## src/rtl/dram_ddr_pad_rptr_pipe_if.sv

```systemverilog
// Signal bundle between the DRAM controller side and the DDR pad repeater.
// The repeater uses the slave modport; the controller/pad side uses master.
interface dram_ddr_pad_rptr_pipe_if #(
   parameter int ADDR_W = 15,
   parameter int DOUT_W = 288,
   parameter int DIN_W  = 256,
   parameter int ECC_W  = 32,
   parameter int CNT_W  = 16
);
   logic [8:0]        dram_io_ctl;
   logic [ADDR_W-1:0] dram_io_addr;
   logic [2:0]        dram_io_bank;
   logic [3:0]        dram_io_cs_l;
   logic [DOUT_W-1:0] dram_io_data_out;
   logic [4:0]        dram_io_ptr_clk_inv;
   logic              dram_io_channel_disabled;
   logic              io_dram_data_valid;
   logic [DIN_W-1:0]  io_dram_data_in;
   logic [ECC_W-1:0]  io_dram_ecc_in;
   logic              stat_clr;

   logic [8:0]        dram_io_ctl_buf;
   logic [ADDR_W-1:0] dram_io_addr_buf;
   logic [2:0]        dram_io_bank_buf;
   logic [3:0]        dram_io_cs_l_buf;
   logic [DOUT_W-1:0] dram_io_data_out_buf;
   logic [4:0]        dram_io_ptr_clk_inv_buf;
   logic              dram_io_channel_disabled_buf;
   logic              io_dram_data_valid_buf;
   logic [DIN_W-1:0]  io_dram_data_in_buf;
   logic [ECC_W-1:0]  io_dram_ecc_in_buf;
   logic [CNT_W-1:0]  stat_beat_cnt;

   modport master (
      output dram_io_ctl, dram_io_addr, dram_io_bank, dram_io_cs_l,
             dram_io_data_out, dram_io_ptr_clk_inv, dram_io_channel_disabled,
             io_dram_data_valid, io_dram_data_in, io_dram_ecc_in, stat_clr,
      input  dram_io_ctl_buf, dram_io_addr_buf, dram_io_bank_buf, dram_io_cs_l_buf,
             dram_io_data_out_buf, dram_io_ptr_clk_inv_buf, dram_io_channel_disabled_buf,
             io_dram_data_valid_buf, io_dram_data_in_buf, io_dram_ecc_in_buf, stat_beat_cnt
   );

   modport slave (
      input  dram_io_ctl, dram_io_addr, dram_io_bank, dram_io_cs_l,
             dram_io_data_out, dram_io_ptr_clk_inv, dram_io_channel_disabled,
             io_dram_data_valid, io_dram_data_in, io_dram_ecc_in, stat_clr,
      output dram_io_ctl_buf, dram_io_addr_buf, dram_io_bank_buf, dram_io_cs_l_buf,
             dram_io_data_out_buf, dram_io_ptr_clk_inv_buf, dram_io_channel_disabled_buf,
             io_dram_data_valid_buf, io_dram_data_in_buf, io_dram_ecc_in_buf, stat_beat_cnt
   );
endinterface

```

## src/rtl/dram_ddr_pad_rptr_pipe.sv

```systemverilog
// Registered DRAM<->DDR pad repeater: independent outbound/inbound flop pipelines,
// channel-disable command gating and a saturating delivered-beat counter.
module dram_ddr_pad_rptr_pipe #(
   parameter int ADDR_W     = 15,
   parameter int DOUT_W     = 288,
   parameter int DIN_W      = 256,
   parameter int ECC_W      = 32,
   parameter int OUT_STAGES = 2,
   parameter int IN_STAGES  = 2,
   parameter int CNT_W      = 16
) (
   input logic                     clk,
   input logic                     arst_l,
   dram_ddr_pad_rptr_pipe_if.slave bus
);

   generate
      if (OUT_STAGES < 1 || OUT_STAGES > 4) begin : gBadOutStages
         $error("OUT_STAGES must be within 1..4");
      end
      if (IN_STAGES < 1 || IN_STAGES > 4) begin : gBadInStages
         $error("IN_STAGES must be within 1..4");
      end
   endgenerate

   localparam logic [8:0] CTL_IDLE = 9'h007;

   logic [OUT_STAGES-1:0][8:0]        ctl_q;
   logic [OUT_STAGES-1:0][3:0]        csL_q;
   logic [OUT_STAGES-1:0][ADDR_W-1:0] addr_q;
   logic [OUT_STAGES-1:0][2:0]        bank_q;
   logic [OUT_STAGES-1:0][DOUT_W-1:0] dataOut_q;
   logic [OUT_STAGES-1:0][4:0]        ptrClkInv_q;
   logic [OUT_STAGES-1:0]             chanDis_q;

   logic [8:0]        ctl_d;
   logic [3:0]        csL_d;
   logic [ADDR_W-1:0] addr_d;
   logic [2:0]        bank_d;
   logic [DOUT_W-1:0] dataOut_d;

   logic [IN_STAGES-1:0]             valid_q;
   logic [IN_STAGES-1:0][DIN_W-1:0]  dataIn_q;
   logic [IN_STAGES-1:0][ECC_W-1:0]  ecc_q;
   logic                             validIn_d;

   logic [CNT_W-1:0] beatCnt_q;

   // A disabled channel parks the command bus idle and freezes addr/data so the pads stop toggling.
   always_comb begin
      ctl_d     = bus.dram_io_ctl;
      csL_d     = bus.dram_io_cs_l;
      addr_d    = bus.dram_io_addr;
      bank_d    = bus.dram_io_bank;
      dataOut_d = bus.dram_io_data_out;
      validIn_d = bus.io_dram_data_valid & ~bus.dram_io_channel_disabled;
      if (bus.dram_io_channel_disabled) begin
         ctl_d     = {bus.dram_io_ctl[8], CTL_IDLE[7:0]};
         csL_d     = 4'hF;
         addr_d    = addr_q[0];
         bank_d    = bank_q[0];
         dataOut_d = dataOut_q[0];
      end
   end

   always_ff @(posedge clk or negedge arst_l) begin
      if (!arst_l) begin
         for (int i = 0; i < OUT_STAGES; i++) begin
            ctl_q[i]       <= CTL_IDLE;
            csL_q[i]       <= 4'hF;
            addr_q[i]      <= '0;
            bank_q[i]      <= '0;
            dataOut_q[i]   <= '0;
            ptrClkInv_q[i] <= '0;
            chanDis_q[i]   <= 1'b1;
         end
      end else begin
         ctl_q[0]       <= ctl_d;
         csL_q[0]       <= csL_d;
         addr_q[0]      <= addr_d;
         bank_q[0]      <= bank_d;
         dataOut_q[0]   <= dataOut_d;
         ptrClkInv_q[0] <= bus.dram_io_ptr_clk_inv;
         chanDis_q[0]   <= bus.dram_io_channel_disabled;
         for (int i = 1; i < OUT_STAGES; i++) begin
            ctl_q[i]       <= ctl_q[i-1];
            csL_q[i]       <= csL_q[i-1];
            addr_q[i]      <= addr_q[i-1];
            bank_q[i]      <= bank_q[i-1];
            dataOut_q[i]   <= dataOut_q[i-1];
            ptrClkInv_q[i] <= ptrClkInv_q[i-1];
            chanDis_q[i]   <= chanDis_q[i-1];
         end
      end
   end

   // Each inbound data stage only loads alongside a valid beat, so the output holds the last delivered beat.
   always_ff @(posedge clk or negedge arst_l) begin
      if (!arst_l) begin
         valid_q  <= '0;
         dataIn_q <= '0;
         ecc_q    <= '0;
      end else begin
         valid_q[0] <= validIn_d;
         if (validIn_d) begin
            dataIn_q[0] <= bus.io_dram_data_in;
            ecc_q[0]    <= bus.io_dram_ecc_in;
         end
         for (int i = 1; i < IN_STAGES; i++) begin
            valid_q[i] <= valid_q[i-1];
            if (valid_q[i-1]) begin
               dataIn_q[i] <= dataIn_q[i-1];
               ecc_q[i]    <= ecc_q[i-1];
            end
         end
      end
   end

   always_ff @(posedge clk or negedge arst_l) begin
      if (!arst_l) begin
         beatCnt_q <= '0;
      end else if (bus.stat_clr) begin
         beatCnt_q <= '0;
      end else if (valid_q[IN_STAGES-1] && !(&beatCnt_q)) begin
         beatCnt_q <= beatCnt_q + 1'b1;
      end
   end

   assign bus.dram_io_ctl_buf              = ctl_q[OUT_STAGES-1];
   assign bus.dram_io_addr_buf             = addr_q[OUT_STAGES-1];
   assign bus.dram_io_bank_buf             = bank_q[OUT_STAGES-1];
   assign bus.dram_io_cs_l_buf             = csL_q[OUT_STAGES-1];
   assign bus.dram_io_data_out_buf         = dataOut_q[OUT_STAGES-1];
   assign bus.dram_io_ptr_clk_inv_buf      = ptrClkInv_q[OUT_STAGES-1];
   assign bus.dram_io_channel_disabled_buf = chanDis_q[OUT_STAGES-1];
   assign bus.io_dram_data_valid_buf       = valid_q[IN_STAGES-1];
   assign bus.io_dram_data_in_buf          = dataIn_q[IN_STAGES-1];
   assign bus.io_dram_ecc_in_buf           = ecc_q[IN_STAGES-1];
   assign bus.stat_beat_cnt                = beatCnt_q;

endmodule
```

## src/flat_wrapper.sv

```systemverilog
// flat-port wrapper written by rule: the top's interface ports become plain ports
module dram_ddr_pad_rptr_pipe_flat 
#(
   parameter int ADDR_W     = 15,
   parameter int DOUT_W     = 288,
   parameter int DIN_W      = 256,
   parameter int ECC_W      = 32,
   parameter int OUT_STAGES = 2,
   parameter int IN_STAGES  = 2,
   parameter int CNT_W      = 16
)
  (clk, arst_l, bus_dram_io_ctl, bus_dram_io_addr, bus_dram_io_bank, bus_dram_io_cs_l, bus_dram_io_data_out, bus_dram_io_ptr_clk_inv, bus_dram_io_channel_disabled, bus_io_dram_data_valid, bus_io_dram_data_in, bus_io_dram_ecc_in, bus_stat_clr, bus_dram_io_ctl_buf, bus_dram_io_addr_buf, bus_dram_io_bank_buf, bus_dram_io_cs_l_buf, bus_dram_io_data_out_buf, bus_dram_io_ptr_clk_inv_buf, bus_dram_io_channel_disabled_buf, bus_io_dram_data_valid_buf, bus_io_dram_data_in_buf, bus_io_dram_ecc_in_buf, bus_stat_beat_cnt);
  dram_ddr_pad_rptr_pipe_if #(.ADDR_W(ADDR_W), .DOUT_W(DOUT_W), .DIN_W(DIN_W), .ECC_W(ECC_W), .CNT_W(CNT_W)) bus_i ();
  input logic clk;
  input logic arst_l;
  input wire logic [$bits(bus_i.dram_io_ctl)-1:0] bus_dram_io_ctl;
  input wire logic [$bits(bus_i.dram_io_addr)-1:0] bus_dram_io_addr;
  input wire logic [$bits(bus_i.dram_io_bank)-1:0] bus_dram_io_bank;
  input wire logic [$bits(bus_i.dram_io_cs_l)-1:0] bus_dram_io_cs_l;
  input wire logic [$bits(bus_i.dram_io_data_out)-1:0] bus_dram_io_data_out;
  input wire logic [$bits(bus_i.dram_io_ptr_clk_inv)-1:0] bus_dram_io_ptr_clk_inv;
  input wire logic [$bits(bus_i.dram_io_channel_disabled)-1:0] bus_dram_io_channel_disabled;
  input wire logic [$bits(bus_i.io_dram_data_valid)-1:0] bus_io_dram_data_valid;
  input wire logic [$bits(bus_i.io_dram_data_in)-1:0] bus_io_dram_data_in;
  input wire logic [$bits(bus_i.io_dram_ecc_in)-1:0] bus_io_dram_ecc_in;
  input wire logic [$bits(bus_i.stat_clr)-1:0] bus_stat_clr;
  output wire logic [$bits(bus_i.dram_io_ctl_buf)-1:0] bus_dram_io_ctl_buf;
  output wire logic [$bits(bus_i.dram_io_addr_buf)-1:0] bus_dram_io_addr_buf;
  output wire logic [$bits(bus_i.dram_io_bank_buf)-1:0] bus_dram_io_bank_buf;
  output wire logic [$bits(bus_i.dram_io_cs_l_buf)-1:0] bus_dram_io_cs_l_buf;
  output wire logic [$bits(bus_i.dram_io_data_out_buf)-1:0] bus_dram_io_data_out_buf;
  output wire logic [$bits(bus_i.dram_io_ptr_clk_inv_buf)-1:0] bus_dram_io_ptr_clk_inv_buf;
  output wire logic [$bits(bus_i.dram_io_channel_disabled_buf)-1:0] bus_dram_io_channel_disabled_buf;
  output wire logic [$bits(bus_i.io_dram_data_valid_buf)-1:0] bus_io_dram_data_valid_buf;
  output wire logic [$bits(bus_i.io_dram_data_in_buf)-1:0] bus_io_dram_data_in_buf;
  output wire logic [$bits(bus_i.io_dram_ecc_in_buf)-1:0] bus_io_dram_ecc_in_buf;
  output wire logic [$bits(bus_i.stat_beat_cnt)-1:0] bus_stat_beat_cnt;
  assign bus_i.dram_io_ctl = bus_dram_io_ctl;
  assign bus_i.dram_io_addr = bus_dram_io_addr;
  assign bus_i.dram_io_bank = bus_dram_io_bank;
  assign bus_i.dram_io_cs_l = bus_dram_io_cs_l;
  assign bus_i.dram_io_data_out = bus_dram_io_data_out;
  assign bus_i.dram_io_ptr_clk_inv = bus_dram_io_ptr_clk_inv;
  assign bus_i.dram_io_channel_disabled = bus_dram_io_channel_disabled;
  assign bus_i.io_dram_data_valid = bus_io_dram_data_valid;
  assign bus_i.io_dram_data_in = bus_io_dram_data_in;
  assign bus_i.io_dram_ecc_in = bus_io_dram_ecc_in;
  assign bus_i.stat_clr = bus_stat_clr;
  assign bus_dram_io_ctl_buf = bus_i.dram_io_ctl_buf;
  assign bus_dram_io_addr_buf = bus_i.dram_io_addr_buf;
  assign bus_dram_io_bank_buf = bus_i.dram_io_bank_buf;
  assign bus_dram_io_cs_l_buf = bus_i.dram_io_cs_l_buf;
  assign bus_dram_io_data_out_buf = bus_i.dram_io_data_out_buf;
  assign bus_dram_io_ptr_clk_inv_buf = bus_i.dram_io_ptr_clk_inv_buf;
  assign bus_dram_io_channel_disabled_buf = bus_i.dram_io_channel_disabled_buf;
  assign bus_io_dram_data_valid_buf = bus_i.io_dram_data_valid_buf;
  assign bus_io_dram_data_in_buf = bus_i.io_dram_data_in_buf;
  assign bus_io_dram_ecc_in_buf = bus_i.io_dram_ecc_in_buf;
  assign bus_stat_beat_cnt = bus_i.stat_beat_cnt;
  dram_ddr_pad_rptr_pipe #(.ADDR_W(ADDR_W), .DOUT_W(DOUT_W), .DIN_W(DIN_W), .ECC_W(ECC_W), .OUT_STAGES(OUT_STAGES), .IN_STAGES(IN_STAGES), .CNT_W(CNT_W)) u_core (.clk(clk), .arst_l(arst_l), .bus(bus_i));
endmodule
```

## config.mk

```make
export PLATFORM = sky130hd
export DESIGN_NAME = dram_ddr_pad_rptr_pipe_flat
export DESIGN_NICKNAME = d
export VERILOG_FILES = /design/src/rtl/dram_ddr_pad_rptr_pipe_if.sv /design/src/rtl/dram_ddr_pad_rptr_pipe.sv /design/src/flat_wrapper.sv
export SDC_FILE = /design/constraint.sdc
export NUM_CORES = 1
export LEC_CHECK = 0
export CAP_MARGIN = 10
export CORE_AREA = 3 3 485 487
export CTS_CLUSTER_DIAMETER = 100
export DETAILED_ROUTE_END_ITERATION = 8
export DIE_AREA = 0 0 488 490
export PLACE_DENSITY = 0.39
export SYNTH_ARGS = -nofsm -noshare
export SYNTH_HDL_FRONTEND = slang
export SYNTH_SLANG_ARGS = --single-unit
```

## constraint.sdc

```tcl
create_clock -name clk -period 2.18 [get_ports clk]
set_clock_uncertainty 0.15 [all_clocks]
set_input_delay 0.545 -clock clk [delete_from_list [all_inputs] [get_ports clk]]
set_output_delay 0.545 -clock clk [all_outputs]
set_load 0.05 [all_outputs]
```

Yosys cells after proc, flatten, opt, wreduce, memory -nomap -nowiden
Cells that the tools add are included.
- register bits after elaboration: 1244
- latch bits: 0
- bits in writable memories: 0
- bits in read-only memories: 0
- input bits: 617
- output and inout bits: 630
- logic and storage cells: 30
- memories: 0
- add/subtract/negate cells: 1
- multipliers: 0
- div/mod/pow operators: 0
- magnitude comparators: 0
- equality and inequality tests: 0
- shift-type cells: 0
- muxes and demuxes: 4
- bitwise gates (word level): 2
- reductions and logical operators: 4
- operators with widths (kind ; count):
    16-bit 2-to-1 mux ; 2
    16-bit by 1-bit adder with 16-bit output, second input constant ; 1
    16-bit AND reduction ; 1
    8-bit 2-to-1 mux ; 1
    4-bit 2-to-1 mux ; 1
    2-bit nonzero test ; 1
    1-bit AND ; 1
    1-bit logical AND ; 1
    1-bit zero test ; 1
    1-bit inverter ; 1

Logic depth before layout (Yosys ltp)
Gate-level depths: netlist (run 1).
- depth in word-level cells: 5
- gate-level depth with buffers: 6

Least setup slack after synthesis (run 1)
OpenSTA, ideal clock, no wires.
- path type: register to register
- start point: register u_core.beatCnt_q[0], in the netlist u_core.bus.stat_beat_cnt[0]
- end point: register u_core.beatCnt_q[1], in the netlist u_core.bus.stat_beat_cnt[1]
- library setup time: 0.132 ns
- arrival time: 2.062 ns
- setup slack: -0.163 ns
- stages on the path, launching flop included: 7
- period minus slack after synthesis: 2.343 ns
- path through: dfrtp_1 -> ha_1 -> nand4_1 -> o41ai_2 -> buf_2 -> mux2i_1 -> nor2_1
- cells in the longest elaborated chain, start to end: 4
- ends and longest elaborated chain (element ; RTL line ; source):
    from (decl) ; dram_ddr_pad_rptr_pipe.sv:47 ; logic [CNT_W-1:0] beatCnt_q;
    from (signal assigned) ; dram_ddr_pad_rptr_pipe.sv:125 ; beatCnt_q <= beatCnt_q + 1'b1;
    parallel branches: the longest is 4 deep, another holds 16-bit by 1-bit adder with 16-bit output ; - ;
Parallel ways; which one is timed is not known. The select of a mux whose other input is x is not followed.
A chain may end at the register's enable or synchronous reset.

Final worst setup path (run 1)
- start point: register u_core.ctl_q, in the netlist u_core.bus.dram_io_ctl_buf[0]
- end point: output bus_dram_io_ctl_buf[0]
- RTL lines (element ; RTL line ; source):
    from (decl) ; dram_ddr_pad_rptr_pipe.sv:28 ; logic [OUT_STAGES-1:0][8:0] ctl_q;
    from (signal, indexed assignment) ; dram_ddr_pad_rptr_pipe.sv:86 ; ctl_q[i] <= ctl_q[i-1];
    to (decl) ; flat_wrapper.sv:27 ; output wire logic [$bits(bus_i.dram_io_ctl_buf)-1:0] bus_dram_io_ctl_buf;
No word-level cell between the ends.

==> results of run 1 <==
## worst max-delay path by stage
stage,startpoint,to,depth (start not counted)
CTS,u_core.bus.dram_io_ctl_buf[0],bus_dram_io_ctl_buf[0],1
floorplan,u_core.bus.stat_beat_cnt[5],u_core.bus.stat_beat_cnt[1],5
detailed placement,bus_io_dram_data_valid,u_core.dataIn_q[123],5
finish,u_core.bus.dram_io_ctl_buf[0],bus_dram_io_ctl_buf[0],1
global placement,bus_io_dram_data_valid,u_core.dataIn_q[218],5
global route,u_core.bus.dram_io_ctl_buf[0],bus_dram_io_ctl_buf[0],1
## cells in the mapped netlist
| master | count |
|---|---|
| dfrtp_1 | 1228 |
| mux2_2 | 882 |
| buf_4 | 612 |
| clkbuf_1 | 69 |
| buf_2 | 22 |
| dfstp_2 | 16 |
| a21oi_1 | 12 |
| buf_1 | 12 |
| or2_2 | 9 |
| nand2_1 | 8 |
| or3_1 | 8 |
| nor2b_1 | 6 |
| o21ai_0 | 6 |
| nor2_1 | 5 |
| nand4_1 | 4 |
| o31ai_1 | 4 |
| nand3_1 | 3 |
| nor3_1 | 3 |
| or4_1 | 3 |
| and3_1 | 2 |
| o41ai_2 | 2 |
| xor2_1 | 2 |
| a311oi_1 | 1 |
| and2_1 | 1 |
| ha_1 | 1 |
| inv_1 | 1 |
| mux2i_1 | 1 |
| nand3_4 | 1 |
| nor4_1 | 1 |
| o41a_1 | 1 |
| o41ai_1 | 1 |
| or4b_1 | 1 |
## kinds of logic (layout without fill, tap and decap cells)
logic type               count (synthesis)  count (layout)  synth area share, %
AO/OA/AOI/OAI                           27              27                0.389
XOR/XNOR                                 2               2               0.0376
adder cells (fa/ha/maj)                  1               1               0.0268
buffers and inverters                  716            1661                 10.7
flip-flops                            1244            1244                 66.8
multiplexers                           883             883                 21.3
other                                    0              24                    0
AND/OR/NAND/NOR                         55              55                0.692
## where the power goes
group | internal [mW] | switching (mW) | leakage [nW] | total (mW)
clock | 15.6 | 10.6 | 2.57 | 26.2
sequential | 26.4 | 1.85 | 14.6 | 28.2
combinational | 5.93 | 10.3 | 9.95 | 16.3
## metrics by stage
stage	area, sq um	worst slack [ns]
floorplan	46600	0.00340
global placement	57800	-0.211
detailed placement	57800	-0.211
CTS	63600	-0.147
global route	63700	-0.142
finish	63700	-0.0295
## state kept, by name, summed over array words and instances, names as in the netlist
register,cells
u_core.bank_q,3
u_core.bus.dram_io_cs_l_buf,4
u_core.bus.io_dram_ecc_in_buf,32
u_core.bus.dram_io_ptr_clk_inv_buf,5
u_core.ptrClkInv_q,5
u_core.bus.dram_io_ctl_buf,9
u_core.ecc_q,32
u_core.dataIn_q,256
u_core.addr_q,15
u_core.valid_q,2
u_core.dataOut_q,288
u_core.ctl_q,9
u_core.bus.stat_beat_cnt,16
u_core.bus.io_dram_data_in_buf,256
u_core.bus.dram_io_bank_buf,3
u_core.chanDis_q,2
u_core.bus.dram_io_addr_buf,15
u_core.csL_q,4
u_core.bus.dram_io_data_out_buf,288
## layer usage
| layer | vias to the layer above | part of all wire (%) | GRT usage, % |
|---|---|---|---|
| met5 | - | 0.36 | 0 |
| met4 | 96 | 2.7 | 3.82 |
| met3 | 291 | 11 | 6.75 |
| met2 | 996 | 48 | 21.5 |
| met1 | 12800 | 37 | 14.1 |
| li1 | 11000 | - | - |
## what timing repair did
action	in CTS	in global routing
buffers inserted	19	0
gates resized for setup	272	22
hold endpoints to repair	600	0
endpoints found under the setup margin	109	48
gates cloned	0	1
hold buffers	7	0
pin swaps	0	3
## cell type report
class / instances / area [sq um] / share of cell area, %
Antenna cell: 24 / 60.1 / 0.0942
Clock buffer: 240 / 4580 / 7.18
Clock inverter: 44 / 712 / 1.12
Inverter: 1 / 3.75 / 0.00589
Multi-Input combinational cell: 968 / 10500 / 16.5
Sequential cell: 1244 / 31200 / 48.9
Tap cell: 3043 / 3810 / 5.97
Timing Repair Buffer: 1376 / 12900 / 20.2
==> qor.yml, run 1 <==
run_status:
  status: "complete, but fails checks"
  violations: "setup timing"
die:
  rows: 177
  initial_core_util_pct: 20.1
  die_area_sq_um: 239000
  coreArea_sq_um: 232000
  io_pins: 1247
  fp.dieW_microns: 488
  die_y_microns: 490
timing:
  fin_ws_ns: -0.0295
  final.setup.tns_ns: -0.0295
  slew_headroom_pct: 60.0
  whs_ns: 0.133
  worst_pin_slew_ns: 0.601
  rsz0062_at_grt: "yes"
  final.min_clock_period_ns: 2.21
  setup_viol: 1
  timing.fmax_mhz: 453
  final_max_slew_viol_count: 0
  hold_viol: 0
  fin_crit_sh_pct: 101
grt:
  track_usage_pct: 12.9
  globalRouteOverflowTotal: 0
  grt_pass1_wl_mm: 220
  first_global_vias: 27800
  grt_max_degree: 85
  antenna_found_initial: 79
worst_setup_path:
  crit_slowest_cell: "dfstp_2"
  crit_chain: "buf_8"
  end_kind: "output pin"
  worstPathArrival_ns: 1.51
  critPathKind: "reg -> out"
  r2r-end: "u_core.bus.stat_beat_cnt[13]"
  r2r-start: "u_core.bus.stat_beat_cnt[13]"
  ff2ff_path_depth: 7
  critPathTopFamily: "flip-flops"
  worstPathRequired_ns: 1.48
  crit_buf_inv: 1
  critPathMaxFanout: 1
  cp-start-kind: "register"
  rrSetupSlack_ns: 0.07
  slowest_delay_ns: 0.58
power:
  irDropWorstVdd_uv: 554
  p_per_area_nw_per_um2: 1110
  p_total_mw: 70.7
  p_leak_nw: 27.1
logic_synthesis:
  yosys_register_bits: 1244
  synth.area.top_cells: "dfrtp_1 (66%), mux2_2 (21%), buf_4 (9.9%), dfstp_2 (0.90%), clkbuf_1 (0.56%)"
  syn_avg_cell_area_sq_um: 15.9
  synth_warnings: 0
  synth_top_cell_area_share_pct: 65.9
  yosysUniqueCellTypes: 32
  synth.cell_area_sq_um: 46600
  yosysSeqAreaShare_pct: 66.8
  synth.net_count: 3546
  synthCells: 2928
  yosysTopAreaCell: "dfrtp_1"
detailed_routing:
  wirelength_mm: 157
  vias_per_cell: 3.62
  wl_per_cell_microns: 22.7
  drt-initial-drc-count: 828
  dr.pass1.iters: 4
  vias: 25100
  drc_errors: 0
  ant_nets: 0
clock_network:
  cts_num_sinks: 1244
  path_clk_slew_ns: 0.06
  insertion_delay_ns: 0.77
  cts_tree: "done"
  clockBufferDepth: 3
  cts_max_level: 4
  root_buffer: "clkbuf_16"
  numCtsBuffers: 154
placement:
  dpl.cell_count: 6607
  dp_hpwl_mm: 123
  gp_congestion: 0.768
  io_buffer_count: 1246
run:
  max-cap-violations: 0
layout:
  fillers: 23600
  drive_above_1_share_pct: 50.0
  stdcell_count: 6940
  final_cell_mix: "dfrtp_1 (1196), mux2_2 (882), clkdlybuf4s50_1 (614)"
  nets: 4363
  postLayoutCoreUtil_pct: 27.5
  final_common_cell: "dfrtp_1"
  syn_to_final_growth_pct: 36.7
min_path:
  min_path_type: "in -> async"
Note: power is estimated with default switching activity, not from simulation.
==> inputs of run 2 (changes only) <==
--- a/config.mk
+++ b/config.mk
@@ -5,12 +5,14 @@
 export SDC_FILE = /design/constraint.sdc
 export NUM_CORES = 1
 export LEC_CHECK = 0
+export ABC_AREA = 1
 export CAP_MARGIN = 10
-export CORE_AREA = 3 3 485 487
+export CORE_AREA = 3 3 488 490
 export CTS_CLUSTER_DIAMETER = 100
 export DETAILED_ROUTE_END_ITERATION = 8
-export DIE_AREA = 0 0 488 490
+export DIE_AREA = 0 0 491 493
 export PLACE_DENSITY = 0.39
+export SETUP_SLACK_MARGIN = 0.5
 export SYNTH_ARGS = -nofsm -noshare
 export SYNTH_HDL_FRONTEND = slang
 export SYNTH_SLANG_ARGS = --single-unit
==> run 2 against run 1 <==
  * The flow still finishes with violations (setup timing)
  * Non-clock buffer count grew 99
  * Combinational power about the same
  * Fmax is 1.1% higher
  * Critical path depth did not move
  * Power shrank 0.37%
  * Critical endpoint is now bus_dram_io_ctl_buf[2]
  * Largest power group unchanged
==> qor.yml, run 2 <==
clock_network:
  cts_num_sinks: 1244
  insertion_delay_ns: 0.78
  clockBufferDepth: 3
  numCtsBuffers: 157
  cts_max_level: 4
  root_buffer: "clkbuf_16"
  path_clk_slew_ns: 0.06
  cts_tree: "done"
logic_synthesis:
  ys_dominant_reg_cell: "dfrtp_1"
  synth_warnings: 0
  synth_top_cell_area_share_pct: 65.1
  synth_top_cells_by_count: "nand2_1 (1842), dfrtp_1 (1228), buf_4 (637), mux2_2 (288), buf_2 (90)"
  yosys_register_bits: 1244
  yosysTopAreaCell: "dfrtp_1"
  yosysMostFrequentCell: "nand2_1"
  synth.area.top_cells: "dfrtp_1 (65%), nand2_1 (15%), buf_4 (10%), mux2_2 (6.9%), buf_2 (0.95%)"
  synth.net_count: 4858
  yosysSeqAreaShare_pct: 65.9
  async_reset_ff_share_pct: 100
  synth-edff-count: 0
  syn_avg_cell_area_sq_um: 11.1
  synthCells: 4240
  yosysUniqueCellTypes: 28
  synth.cell_area_sq_um: 47200
layout:
  syn_to_final_growth_pct: 42.8
  stdcell_count: 8375
  drive_above_1_share_pct: 28.1
  final_cell_mix: "nand2_1 (1838), dfrtp_1 (1184), clkdlybuf4s50_1 (614)"
  fillers: 24500
  multi_input_area_sq_um: 10600
  nets: 5716
  final_common_cell: "nand2_1"
  seqCellArea_sq_um: 31200
  fin_area_sq_um: 67500
  postLayoutCoreUtil_pct: 28.8
worst_setup_path:
  worstPathRequired_ns: 1.48
  crit_slowest_cell: "dfstp_2"
  end_kind: "output pin"
  slowest_delay_ns: 0.55
  ff2ff_path_depth: 8
  critPathTopFamily: "flip-flops"
  r2r-end: "u_core.bus.stat_beat_cnt[11]"
  startpoint: "u_core.bus.dram_io_ctl_buf[2]"
  cp-start-kind: "register"
  critPathKind: "reg -> out"
  worstPathArrival_ns: 1.49
  crit_chain: "buf_12"
  r2r-start: "u_core.bus.stat_beat_cnt[1]"
  critPathMaxFanout: 1
  crit_buf_inv: 1
  rrSetupSlack_ns: 0.42
timing:
  fin_ws_ns: -0.00604
  hold_viol: 0
  setup_viol: 1
  slew_headroom_pct: 57.1
  final.setup.tns_ns: -0.00604
  timing.fmax_mhz: 457
  final_max_slew_viol_count: 0
  worst_pin_slew_ns: 0.643
  rsz0062_at_grt: "yes"
  final.min_clock_period_ns: 2.19
  fin_crit_sh_pct: 100
  whs_ns: 0.0759
grt:
  gr-usage-met2_pct: 24.2
  use_met3_pct: 6.48
  met1_usage_pct: 18.2
  grt-busiest-layer: "met2"
  grt_pass1_wl_mm: 261
  first_global_vias: 32900
  globalRouteOverflowTotal: 0
  track_usage_pct: 15.0
  antenna_found_initial: 61
  grt_max_degree: 102
die:
  initial_core_util_pct: 20.1
  io_pins: 1247
  coreArea_sq_um: 235000
  die_area_sq_um: 242000
  fp.dieW_microns: 491
  die_y_microns: 493
  rows: 178
min_path:
  holdPathStages: 4
  min_path_type: "in -> reg"
  min_from: "bus_dram_io_channel_disabled"
  min_to: "u_core.dataOut_q[90]"
placement:
  dpl.cell_count: 8007
  pre_cts_ws_ns: 0.0197
  place_area_sq_um: 58800
  io_buffer_count: 1246
  dp_hpwl_mm: 142
  gp_congestion: 0.844
detailed_routing:
  wl_per_cell_microns: 22.1
  wirelength_mm: 185
  drc_errors: 0
  ant_nets: 0
  vias: 30900
  dr.pass1.iters: 5
  vias_per_cell: 3.68
  drt-initial-drc-count: 1501
run:
  max-cap-violations: 0
run_status:
  violations: "setup timing"
  status: "complete, but fails checks"
power:
  p_leak_nw: 32.4
  p_total_mw: 70.4
  irDropWorstVdd_uv: 588
  p_per_area_nw_per_um2: 1040
## run 2: worst max path at each step
stage                                  endpoint  slack [ns]  cells after the start
floorplan           u_core.bus.stat_beat_cnt[1]        0.47                      9
global placement           u_core.dataIn_q[227]        0.03                      6
detailed placement         u_core.dataIn_q[191]        0.02                      6
CTS                      bus_dram_io_ctl_buf[2]       -0.11                      1
finish                   bus_dram_io_ctl_buf[2]      -0.006                      1
global route             bus_dram_io_ctl_buf[2]        -0.1                      1
## run 2: what timing repair did
| item | 4_1_cts | 5_1_grt |
|---|---|---|
| resized for setup | 719 | 287 |
| pin swaps | 0 | 7 |
| buffers inserted | 48 | 26 |
| hold buffers | 7 | 0 |
| cloned | 0 | 1 |
| hold endpoints to repair | 545 | 0 |
| setup endpoints to repair | 815 | 811 |
## run 2: area by class of cell
cell class / instances / share of cell area, %
diodes: 11 / 0.0408
flip-flops and latches: 1244 / 46.3
clock buffers: 228 / 6.68
inverters: 24 / 0.163
multi-input cells: 2196 / 15.8
repair buffers: 1475 / 24.2
clock inverters: 47 / 1.03
well taps: 3150 / 5.84
## run 2: routing by layer
metal	vias to the layer above	part of all wire (%)
met4	14	2.3
li1	14300	-
met3	307	9.3
met1	15300	41
met5	-	0.051
met2	966	47
## run 2: where the power goes
group	internal [mW]	total, mW	leakage, nW	switching [mW]
registers	26.0	28.0	15.2	1.98
clock network	15.2	26.0	2.54	10.8
logic	6.45	16.5	14.6	10.0
## run 2: cell families (layout without fill, tap and decap cells)
kind of cell	count (synthesis)	after routing	synth area share [%]
AND/OR/NAND/NOR	1896	1896	15.3
buffers and inverters	800	1774	11.7
adder cells (fa/ha/maj)	1	1	0.0265
multiplexers	288	288	6.87
AO/OA/AOI/OAI	3	3	0.0424
other	0	11	0
XOR/XNOR	8	8	0.148
flip-flops	1244	1244	65.9
==> inputs of run 3 (changes only) <==
--- a/config.mk
+++ b/config.mk
@@ -7,11 +7,11 @@
 export LEC_CHECK = 0
 export ABC_AREA = 1
 export CAP_MARGIN = 10
-export CORE_AREA = 3 3 488 490
+export CORE_AREA = 3 3 486 488
 export CTS_CLUSTER_DIAMETER = 100
 export DETAILED_ROUTE_END_ITERATION = 8
-export DIE_AREA = 0 0 491 493
-export PLACE_DENSITY = 0.39
+export DIE_AREA = 0 0 489 491
+export PLACE_DENSITY = 0.4
 export SETUP_SLACK_MARGIN = 0.5
 export SYNTH_ARGS = -nofsm -noshare
 export SYNTH_HDL_FRONTEND = slang
==> constraint.sdc (replaced) <==
create_clock -name clk -period 1.9 [get_ports clk]
set_clock_uncertainty 0.15 [all_clocks]
set_input_delay 0.475 -clock clk [delete_from_list [all_inputs] [get_ports clk]]
set_output_delay 0.475 -clock clk [all_outputs]
set_load 0.05 [all_outputs]
==> run 3 against run 2 <==
  * Non-clock buffer count increased by 147
  * Power grew 17%
  * Core utilization up 1.6 points
  * The flow still finishes with violations (setup timing)
  * Critical path depth is the same
==> qor.yml, run 3 (synthesis results as in run 2) <==
run_status:
  status: "complete, but fails checks"
  violations: "setup timing"
worst_setup_path:
  r2r-end: "u_core.bus.stat_beat_cnt[12]"
  critPathMaxFanout: 1
  critPathKind: "reg -> out"
  crit_buf_inv: 1
  end_kind: "output pin"
  worstPathRequired_ns: 1.27
  ff2ff_path_depth: 11
  rrSetupSlack_ns: 0.12
  crit_chain: "buf_12"
  slowest_delay_ns: 0.56
  worstSetupPathDepth: 1
  worstPathArrival_ns: 1.48
  crit_slowest_cell: "dfstp_2"
  r2r-start: "u_core.bus.stat_beat_cnt[1]"
  critPathTopFamily: "flip-flops"
  cp-start-kind: "register"
grt:
  grt_max_degree: 97
  grt_pass1_wl_mm: 252
  globalRouteOverflowTotal: 0
  antenna_found_initial: 47
  first_global_vias: 33200
  track_usage_pct: 14.3
detailed_routing:
  wl_per_cell_microns: 21.0
  drt-initial-drc-count: 1626
  vias: 31500
  wirelength_mm: 177
  dr.pass1.iters: 4
  drc_errors: 0
  vias_per_cell: 3.74
  ant_nets: 0
power:
  p_per_area_nw_per_um2: 1170
  p_sw_mw: 25.9
  irDropWorstVdd_uv: 887
  p_seq_share_pct: 39.0
  p_clk_share_pct: 37.2
  p_leak_nw: 33.8
  p_total_mw: 82.4
  comb_power_share_pct: 23.8
  p_sw_share_pct: 31.5
  p_int_mw: 56.5
run:
  max-cap-violations: 0
clock_network:
  insertion_delay_ns: 0.76
  cts_tree: "done"
  cts_max_level: 4
  path_clk_slew_ns: 0.06
  cts_num_sinks: 1244
  root_buffer: "clkbuf_16"
  clockBufferDepth: 3
  numCtsBuffers: 154
die:
  coreArea_sq_um: 232000
  die_y_microns: 491
  rows: 177
  initial_core_util_pct: 20.3
  fp.dieW_microns: 489
  io_pins: 1247
  die_area_sq_um: 240000
placement:
  io_buffer_count: 1246
  pre_cts_ws_ns: -0.285
  dp_hpwl_mm: 132
  dpl.cell_count: 7912
  place_area_sq_um: 60800
  gp_congestion: 0.833
layout:
  final_cell_mix: "nand2_1 (1831), dfrtp_1 (1203), clkdlybuf4s50_1 (614)"
  fillers: 23700
  multi_input_area_sq_um: 10700
  syn_to_final_growth_pct: 49.5
  final_common_cell: "nand2_1"
  stdcell_count: 8422
  nets: 5860
  fin_area_sq_um: 70600
  drive_above_1_share_pct: 28.5
  seqCellArea_sq_um: 31200
timing:
  fin_ws_ns: -0.205
  hold_viol: 0
  worst_pin_slew_ns: 0.619
  setup_viol: 616
  timing.fmax_mhz: 475
  final_max_slew_viol_count: 0
  rsz0062_at_grt: "yes"
  final.min_clock_period_ns: 2.11
  fin_crit_sh_pct: 111
  slew_headroom_pct: 58.6
min_path:
  holdPathStages: 5
  min_path_type: "in -> reg"
  min_from: "bus_dram_io_channel_disabled"
  min_to: "u_core.dataOut_q[56]"
run 3: worst max path at each step:
| stage | to | from | slack (ns) |
|---|---|---|---|
| floorplan | u_core.bus.stat_beat_cnt[1] | u_core.bus.stat_beat_cnt[1] | 0.19 |
| global placement | u_core.dataIn_q[30] | bus_io_dram_data_valid | -0.28 |
| detailed placement | u_core.dataIn_q[8] | bus_io_dram_data_valid | -0.29 |
| CTS | bus_dram_io_ctl_buf[1] | u_core.bus.dram_io_ctl_buf[1] | -0.31 |
| global route | bus_dram_io_ctl_buf[1] | u_core.bus.dram_io_ctl_buf[1] | -0.30 |
| finish | bus_dram_io_cs_l_buf[1] | u_core.bus.dram_io_cs_l_buf[1] | -0.21 |
run 3: layout make-up:
class | count | share of cell area, %
Sequential cell | 1244 | 44.2
Clock buffer | 231 | 6.41
Inverter | 24 | 0.156
Antenna cell | 13 | 0.0461
Multi-Input combinational cell | 2196 | 15.2
Tap cell | 3043 | 5.39
Clock inverter | 49 | 1.18
Timing Repair Buffer | 1622 | 27.4
run 3: through the flow:
step	util, %	hold WS [ns]	setup TNS [ns]
after floorplan	-	0.0294	0
after global placement	26.2	0.182	-63.33
after detailed placement	26.2	0.186	-64.64
after CTS	30.0	0.0000110	-92.57
after global routing	30.4	0.0230	-90.49
final	30.4	0.0927	-24.25
run 3: per-layer routing:
metal | GRT usage, % | wire [microns]
met5 | 0 | 51
met4 | 3.48 | 3930
met3 | 4.74 | 13200
met2 | 23.3 | 84300
met1 | 18.3 | 75500
run 3: timing repair:
action | in CTS | in global routing
setup endpoints to repair | 899 | 1181
resized for setup | 501 | 61
gates cloned | 10 | 14
buffers inserted | 71 | 36
hold buffers | 86 | 0
pin swaps | 7 | 1
endpoints found under the hold margin | 1188 | 0
run 3: power groups by stage:
stage	clock [mW]	sequential, mW	combinational (mW)
6_report	30.6	32.1	19.6
2_1_floorplan	0	31.3	12.8
5_1_grt	32.9	32.5	20.6
3_3_place_gp	0	32.2	18.1
4_1_cts	31.8	32.1	19.6
3_5_place_dp	0	32.3	18.1
